**src/rtl/ztex_work_port_master.sv**
```systemverilog
// ztex_work_port_master: byte-serial initiator that shifts out 352-bit work and fetches 96-bit results.
// Define WORK_PORT_POLL_EN to add an idle timer that starts result fetches automatically.
module ztex_work_port_master #(
    parameter int HOLD = 4
`ifdef WORK_PORT_POLL_EN
    , parameter int POLL_INTERVAL = 1000000
`endif
) (
    input  logic         clk,
    input  logic         reset_n,
    input  logic [351:0] work,
    input  logic         work_valid,
    output logic         work_ready,
    input  logic         fetch_req,
    output logic [95:0]  result,
    output logic         result_valid,
    output logic         busy,
    output logic [7:0]   port_read,
    output logic         port_rd_clk,
    output logic         port_wr_clk,
    output logic         port_wr_start,
    input  logic [7:0]   port_write
);
    localparam int HW = $clog2(HOLD + 1);

    typedef enum logic [1:0] {IDLE, SEND, LOAD, RECV} state_t;

    state_t         state;
    logic [HW-1:0]  hold;
    logic [5:0]     cnt;
    logic           phase;
    logic [343:0]   wbuf;
    logic [87:0]    rsh;
    logic           hold_done;
    logic           fetch_go;

    assign hold_done  = hold == HW'(HOLD - 1);
    assign work_ready = reset_n && state == IDLE;

`ifdef WORK_PORT_POLL_EN
    logic [31:0] idle_cnt;
    assign fetch_go = fetch_req || idle_cnt == 32'(POLL_INTERVAL);
    always_ff @(posedge clk or negedge reset_n)
        if (!reset_n) idle_cnt <= '0;
        else idle_cnt <= (state == IDLE && !work_valid && !fetch_go) ? idle_cnt + 32'd1 : '0;
`else
    assign fetch_go = fetch_req;
`endif

    always_ff @(posedge clk or negedge reset_n) begin
        if (!reset_n) begin
            state         <= IDLE;
            hold          <= '0;
            cnt           <= '0;
            phase         <= 1'b0;
            wbuf          <= '0;
            rsh           <= '0;
            result        <= '0;
            result_valid  <= 1'b0;
            busy          <= 1'b0;
            port_read     <= '0;
            port_rd_clk   <= 1'b0;
            port_wr_clk   <= 1'b0;
            port_wr_start <= 1'b0;
        end else begin
            result_valid <= 1'b0;
            case (state)
                IDLE: begin
                    hold  <= '0;
                    cnt   <= '0;
                    phase <= 1'b0;
                    if (work_valid) begin
                        wbuf      <= work[351:8];
                        port_read <= work[7:0];
                        busy      <= 1'b1;
                        state     <= SEND;
                    end else if (fetch_go) begin
                        port_wr_start <= 1'b1;
                        busy          <= 1'b1;
                        state         <= LOAD;
                    end
                end
                SEND: begin
                    hold <= hold_done ? '0 : hold + 1'b1;
                    // phase 0: byte settles then strobe; phase 1: byte held after strobe
                    if (hold_done) begin
                        phase <= !phase;
                        if (!phase) port_rd_clk <= !port_rd_clk;
                        else if (cnt == 6'd43) begin
                            busy  <= 1'b0;
                            state <= IDLE;
                        end else begin
                            cnt       <= cnt + 6'd1;
                            port_read <= wbuf[7:0];
                            wbuf      <= wbuf >> 8;
                        end
                    end
                end
                LOAD: begin
                    hold <= hold_done ? '0 : hold + 1'b1;
                    if (hold_done) begin
                        phase <= !phase;
                        if (!phase) port_wr_start <= 1'b0;
                        else begin
                            cnt   <= '0;
                            state <= RECV;
                        end
                    end
                end
                RECV: begin
                    hold <= hold_done ? '0 : hold + 1'b1;
                    if (hold == '0) begin
                        if (cnt == 6'd11) begin
                            result       <= {port_write, rsh};
                            result_valid <= 1'b1;
                            busy         <= 1'b0;
                            state        <= IDLE;
                        end else begin
                            rsh         <= {port_write, rsh[87:8]};
                            port_wr_clk <= !port_wr_clk;
                            cnt         <= cnt + 6'd1;
                        end
                    end
                end
                default: state <= IDLE;
            endcase
        end
    end
endmodule

```
**config.mk**
```make
export PLATFORM = sky130hd
export DESIGN_NAME = ztex_work_port_master
export DESIGN_NICKNAME = d
export VERILOG_FILES = /design/src/rtl/ztex_work_port_master.sv
export SDC_FILE = /design/constraint.sdc
export NUM_CORES = 1
export LEC_CHECK = 0
export CAP_MARGIN = 5
export CORE_MARGIN = 4
export CORE_UTILIZATION = 40
export CTS_CLUSTER_DIAMETER = 60
export DETAILED_ROUTE_END_ITERATION = 8
export GPL_ROUTABILITY_DRIVEN = 0
export PLACE_DENSITY = 0.68
export SYNTH_ARGS = -nofsm -noshare
export SYNTH_HDL_FRONTEND = slang
export SYNTH_SLANG_ARGS = --single-unit
export TNS_END_PERCENT = 100
```
**constraint.sdc**
```tcl
create_clock -name clk -period 2.1 [get_ports clk]
set_input_delay 0.42 -clock clk [delete_from_list [all_inputs] [get_ports clk]]
set_output_delay 0.42 -clock clk [all_outputs]
set_load 0.005 [all_outputs]
```
## Word-level counts from Yosys, hierarchy flattened

Cells that the tools add are included.

- Output and inout port bits: 110
- Input bits: 364
- Word-level logic and storage cells: 106
- Bits in registers: 553

- Reductions and logical operators: 21
- $add $sub $neg: 2
- Equal/unequal tests: 21
- Muxes and demuxes: 47
- Bitwise logic cells: 2

Operators by type and width:

| kind | count |
|---|---|
| two-way mux 344 bit | 4 |
| one-hot mux 344 bit (2 select lines) | 1 |
| two-way mux 6 bit | 7 |
| two-way mux 8 bit | 4 |
| != test 2 bit (second input constant) | 13 |
| one-hot mux 6 bit (4 select lines) | 1 |
| two-way mux 2 bit | 9 |
| one-hot mux 8 bit (2 select lines) | 1 |
| two-way mux 1 bit | 14 |
| AND reduction 7 bit | 2 |
| AND reduction 5 bit | 2 |
| AND reduction 3 bit | 3 |
| one-hot mux 2 bit (4 select lines) | 1 |
| AND reduction 8 bit | 1 |
| adder 6 x 1 -> 6 bit (second input constant) | 1 |
| equality test 6 x 4 -> 1 bit (second input constant) | 1 |
| equality test 6 bit (second input constant) | 1 |
| one-hot mux 3 bit (2 select lines) | 1 |
| nonzero test 2 bit | 3 |
| equality test 2 bit (second input constant) | 2 |
| one-hot mux 1 bit (2 select lines) | 2 |
| adder 3 x 1 -> 3 bit (second input constant) | 1 |
| equality test 3 x 2 -> 1 bit (second input constant) | 1 |
| logical NOT 1 bit | 3 |
| 13 further kinds | 14 |

## Depth between registers and ports, before layout

- Depth in word-level cells: 5
- Gate-level depth with buffers: 10
- Mapped depth without buffers: 6

## Worst setup path after synthesis

No wires, ideal clock.

- Path kind: register to register
- From: register hold[0]
- To: register result[44]
- Stages on the path, launching flop included: 9
- Arrival time: 1.891 ns
- Clock period less this slack: 2.016 ns
- Required time: 1.975 ns
- Library setup time: 0.125 ns
- Path slack: 0.084 ns
- Path buffers: 2
- Cells stage by stage: dfrtp_1 > inv_1 > ha_1 > nor2b_1 > nand2_1 > nor3_2 > buf_4 > buf_4 > mux2_2

- Cells in the longest elaborated chain, start to end: 2

Ends and longest elaborated chain:

| element | RTL line | RTL |
|---|---|---|
| start, declared | 29 | `logic [HW-1:0] hold;` |
| start signal, assigned | 84 | `hold <= hold_done ? '0 : hold + 1'b1;` |
| start signal, assigned | 100 | `hold <= hold_done ? '0 : hold + 1'b1;` |
| start signal, assigned | 111 | `hold <= hold_done ? '0 : hold + 1'b1;` |
| logical NOT 3 bit | 112 | `if (hold == '0) begin` |
| AND reduction 3 bit (no source line) | n/a |  |
| end signal, assigned | 114 | `result <= {port_write, rsh};` |
| end, declared | 15 | `output logic [95:0] result,` |

No other way between the ends.
A chain may end at the register's enable or synchronous reset.

## Worst setup path after layout

- From: register cnt[1]
- To: register wbuf[69]

- Cells in the longest elaborated chain, start to end: 3

Ends and longest elaborated chain:

| element | RTL line | RTL |
|---|---|---|
| start, declared | 30 | `logic [5:0] cnt;` |
| start signal, assigned | 93 | `cnt <= cnt + 6'd1;` |
| start signal, assigned | 121 | `cnt <= cnt + 6'd1;` |
| equality test 6 bit | 89 | `else if (cnt == 6'd43) begin` |
| != test 2 bit (no source line) | n/a |  |
| AND reduction 5 bit (no source line) | n/a |  |
| end signal, assigned | 73 | `wbuf <= work[351:8];` |
| end signal, assigned | 95 | `wbuf <= wbuf >> 8;` |
| end, declared | 32 | `logic [343:0] wbuf;` |

No other way between the ends.

==> flow_results.org <==
** Outcome
- Status :: completed

** Flow run
- Max-cap violations in this run came to 0.

** STA
- Counting I/O delays and the setup requirement, the final critical path takes 2030 ps.
- Achievable clock frequency :: 492 MHz
- In the finished design, the share of the clock period the worst path needs comes to 0.967.
- Final Max Slew Viols :: 0
- Relative slew slack :: 0.487
- Across all hold checks on the routed design, the worst slack comes to 405 ps.
- Transition time of the tightest slew-check pin :: 769 ps
- Setup violations remaining at the end of the flow were counted as 0.
- Hold Vio Cnt, Final :: 0
- RSZ-0062 raised after global routing :: yes
- Clock tree skew after final layout :: 17.6 ps

** Pwr
- Gate power share :: 0.383
- For this design the total switching power over the nets is 0.0176 W.
- The share of total power dissipated in sequential elements is 0.392.
- The analysis attributes to cell leakage a power of 13.3 nW.
- IR analysis of the VDD net gives a maximum drop of 944 µV.
- Internal power comes to 0.0308 W.
- For this design the ratio of total power to cell area is 1500 nW/µm².
- Switching fraction of total power :: 0.363
- Of the total power, the clock network draws 0.225.

** Critical path
- Data required, critical path :: 2580 ps
- In this run the worst setup path begins at cnt[1].
- The critical path in this run is classified as flop to flop.
- Data on the critical path arrives at its endpoint at 2510 ps.
- The startpoint identified for the worst register-to-register timing path is cnt[1].
- CP max FO :: 32
- The worst setup path is launched from a flop.
- The endpoint identified for the worst register-to-register timing path is wbuf[69].
- Termination of the worst setup path :: wbuf[69]
- R2R cell count :: 7
- Setup slack on the worst reg-to-reg path comes out at 70 ps.
- STA classifies the critical path endpoint as a flop.

** Yosys
- For this run, the number of Yosys warnings is 0.
- Synthesis produced a netlist whose cell count is 2,082.
- Yosys mapped the design onto 42 distinct sky130hd cell types.
- Synth Net Count :: 2,454
- Register area share after synthesis :: 0.583
- After synthesis the netlist holds a flip-flop and latch count of 553.
- Post-Synthesis Cell Area :: 23,700 µm²
- After synthesis, the mean cell area works out to 11.4 µm².

** Clocking
- CTS sink cnt :: 553
- CTS placed an instance of clkbuf_16 at the clock tree root.
- Deepest clock path buffer count :: 3
- Total CTS buffers :: 59
- The H-tree generated during clock tree synthesis spans 2 levels.
- The later pin in the worst-skew pair is clocked with a latency of 610 ps.
- TritonCTS built the clock tree.
- Clk slew on worst S/H paths :: 60 ps

** Placed design
- Half-perimeter wire length of the detailed placement result :: 53,200 µm
- In this run the cell area measured after placement is 30,000 µm².
- The count of buffers added on input and output ports is 473.

** Route
- Dividing the detail-routed via count by the number of cells gives 6.10.
- The pre-antenna-repair detailed-routing pass consisted of 7 iterations.
- After detailed routing, the average wire length per cell comes to 23.2 µm.
- In this run the remaining antenna-violating nets after routing total 0.
- DRC marker count from the first detailed-route iteration :: 1,797
- Across all layers, the routed design uses 20,500 vias.
- After detailed routing, the total wire length is 77,900 µm.
- Drt drc :: 0

** Die
- 474 I/O pins were placed.
- Total die area :: 63,300 µm²
- The die is 252 µm tall.
- The floorplan has 89 rows.
- The initial utilization of the core area, before any placement, comes to 0.403.
- The region available for standard cell placement spans 58,900 µm².
- In this run the horizontal extent of the chip is 252 µm.

** Cells and area
- After routing the design area is 32,300 µm².
- The final layout contains 2,899 nets.
- Compared with the post-synthesis result, the final layout area differs by 36.2%.
- Most frequent cells in the layout :: 683 x o22ai_1, 553 x dfrtp_1, 471 x clkdlybuf4s50_1
- Most frequent standard cell in the layout excluding fill and tap cells :: o22ai_1
- The layout has 4,892 filler cells.
- Share of layout cells above drive strength 1 :: 0.168

** Global route
- Antenna violations before repair :: 11
- For this run, the total global-route usage over all layers was measured as 0.231.
- The first global-routing pass estimated 118,000 µm of wire.
- The via count of the first global-routing pass was 20,200.
- Total grt overflow :: 0
- Pin count of the biggest net entering global routing :: 151

** Hold path
- The min-delay analysis places its worst path in the category input pin to flop.
- Worst hold path cell count :: 3
==> power groups by stage <==
stage | clock network, W | registers (W) | logic [W]
5_1_grt | 0.0116 | 0.0194 | 0.0204
3_3_place_gp | 0 | 0.0187 | 0.0170
6_report | 0.0109 | 0.0189 | 0.0186
2_1_floorplan | 0 | 0.0175 | 0.0127
3_5_place_dp | 0 | 0.0190 | 0.0177
4_1_cts | 0.0111 | 0.0188 | 0.0179
==> area by class of cell <==
type	count	area, µm²	share of cell area
flip-flops and latches	553	13800	0.428
multi-input cells	1308	8920	0.276
repair buffers	596	6510	0.201
clock buffers	80	1680	0.0518
well taps	773	967	0.0299
clock inverters	28	369	0.0114
inverters	9	33.8	0.00104
diodes	9	22.5	0.000697
==> worst min path at each step <==
stage | from | endpoint | slack, ps
6_report | work[102] | wbuf[94] | 410
3_3_place_gp | hold[0] | hold[0] | 450
4_1_cts | work[298] | wbuf[290] | 350
5_1_grt | work[349] | wbuf[341] | 390
2_1_floorplan | reset_n | busy | 120
3_5_place_dp | port_wr_clk | port_wr_clk | 470
==> what timing repair did <==
item                                   in CTS  in global routing
pin swaps                                   1                  1
buffers inserted                            1                  4
cloned                                      0                  5
hold buffers                                1                  0
gates resized for setup                    11                 18
setup endpoints to repair                 117                309
endpoints found under the hold margin      31                  0
==> Yosys cell counts (all sizes together) <==
master	instances	area share
or2	1	0.00026
buf	125	0.032
o21bai	3	0.00095
or4	2	0.00063
a21oi	347	0.073
o32ai	1	0.00037
nand4bb	1	0.00047
nor3b	3	0.00095
and4bb	1	0.00069
and2	2	0.00053
dfrtp	553	0.58
o22ai	687	0.18
a211o	1	0.00037
a32o	1	0.00042
nand2	7	0.0011
and3b	1	0.00037
nor2b	5	0.0013
o21ai	6	0.0013
a22o	9	0.0033
nor3	2	0.00063
clkbuf	87	0.014
mux2i	2	0.00084
nand3	5	0.0011
nor2	9	0.0014
xnor2	2	0.00074
o22a	1	0.00037
and3	2	0.00053
mux2	189	0.090
o211ai	1	0.00053
a31oi	3	0.00079
inv	9	0.0014
nand2b	1	0.00026
nand3b	1	0.00032
o2bb2ai	1	0.00037
a211oi	3	0.0012
ha	8	0.0042
==> state kept, by name, summed over array words and instances, names as in the netlist, 2 cells and up <==
name and count:
state 2, wbuf 344, result 96, port_read 8
hold 3, cnt 6, rsh 88
==> per-stage QoR <==
step	std cells	TNS (ps)	total power [W]	util	setup slack [ps]
3_3_place_gp	3228	-17140	0.0357	0.509	-117
4_1_cts	3338	0	0.0478	0.544	14.9
6_report	3356	0	0.0484	0.549	69.0
3_5_place_dp	3228	-34880	0.0367	0.509	-175
2_1_floorplan	2082	0	0.0302	-	84.4
5_1_grt	3354	-5.35	0.0514	0.549	-3.73
==> metal layers <==
layer	routed length, µm	track usage	up-vias
li1	-	-	9134
met5	34	0	-
met1	32600	0.322	10300
met4	2880	0.0894	6
met3	5170	0.0373	146
met2	37200	0.366	848
==> critical path, cell delays in order (launching register included) <==
cell	delay, ps
dfrtp_1	410
ha_2	220
and4bb_4	230
a211o_4	370
buf_12	170
buf_12	170
o22ai_1	200
a21oi_1	90
==> cell families (layout without fill, tap and decap cells) <==
kind of cell,after synthesis,count (layout),synth area share
AND/OR/NAND/NOR,43,43,0.0105
other,0,9,0
AO/OA/AOI/OAI,1064,1064,0.264
buffers and inverters,221,713,0.0469
multiplexers,191,191,0.0905
adder cells (fa/ha/maj),8,8,0.00422
flip-flops,553,553,0.583
XOR/XNOR,2,2,0.000738
No activity file was read; power rests on OpenSTA's default activity.
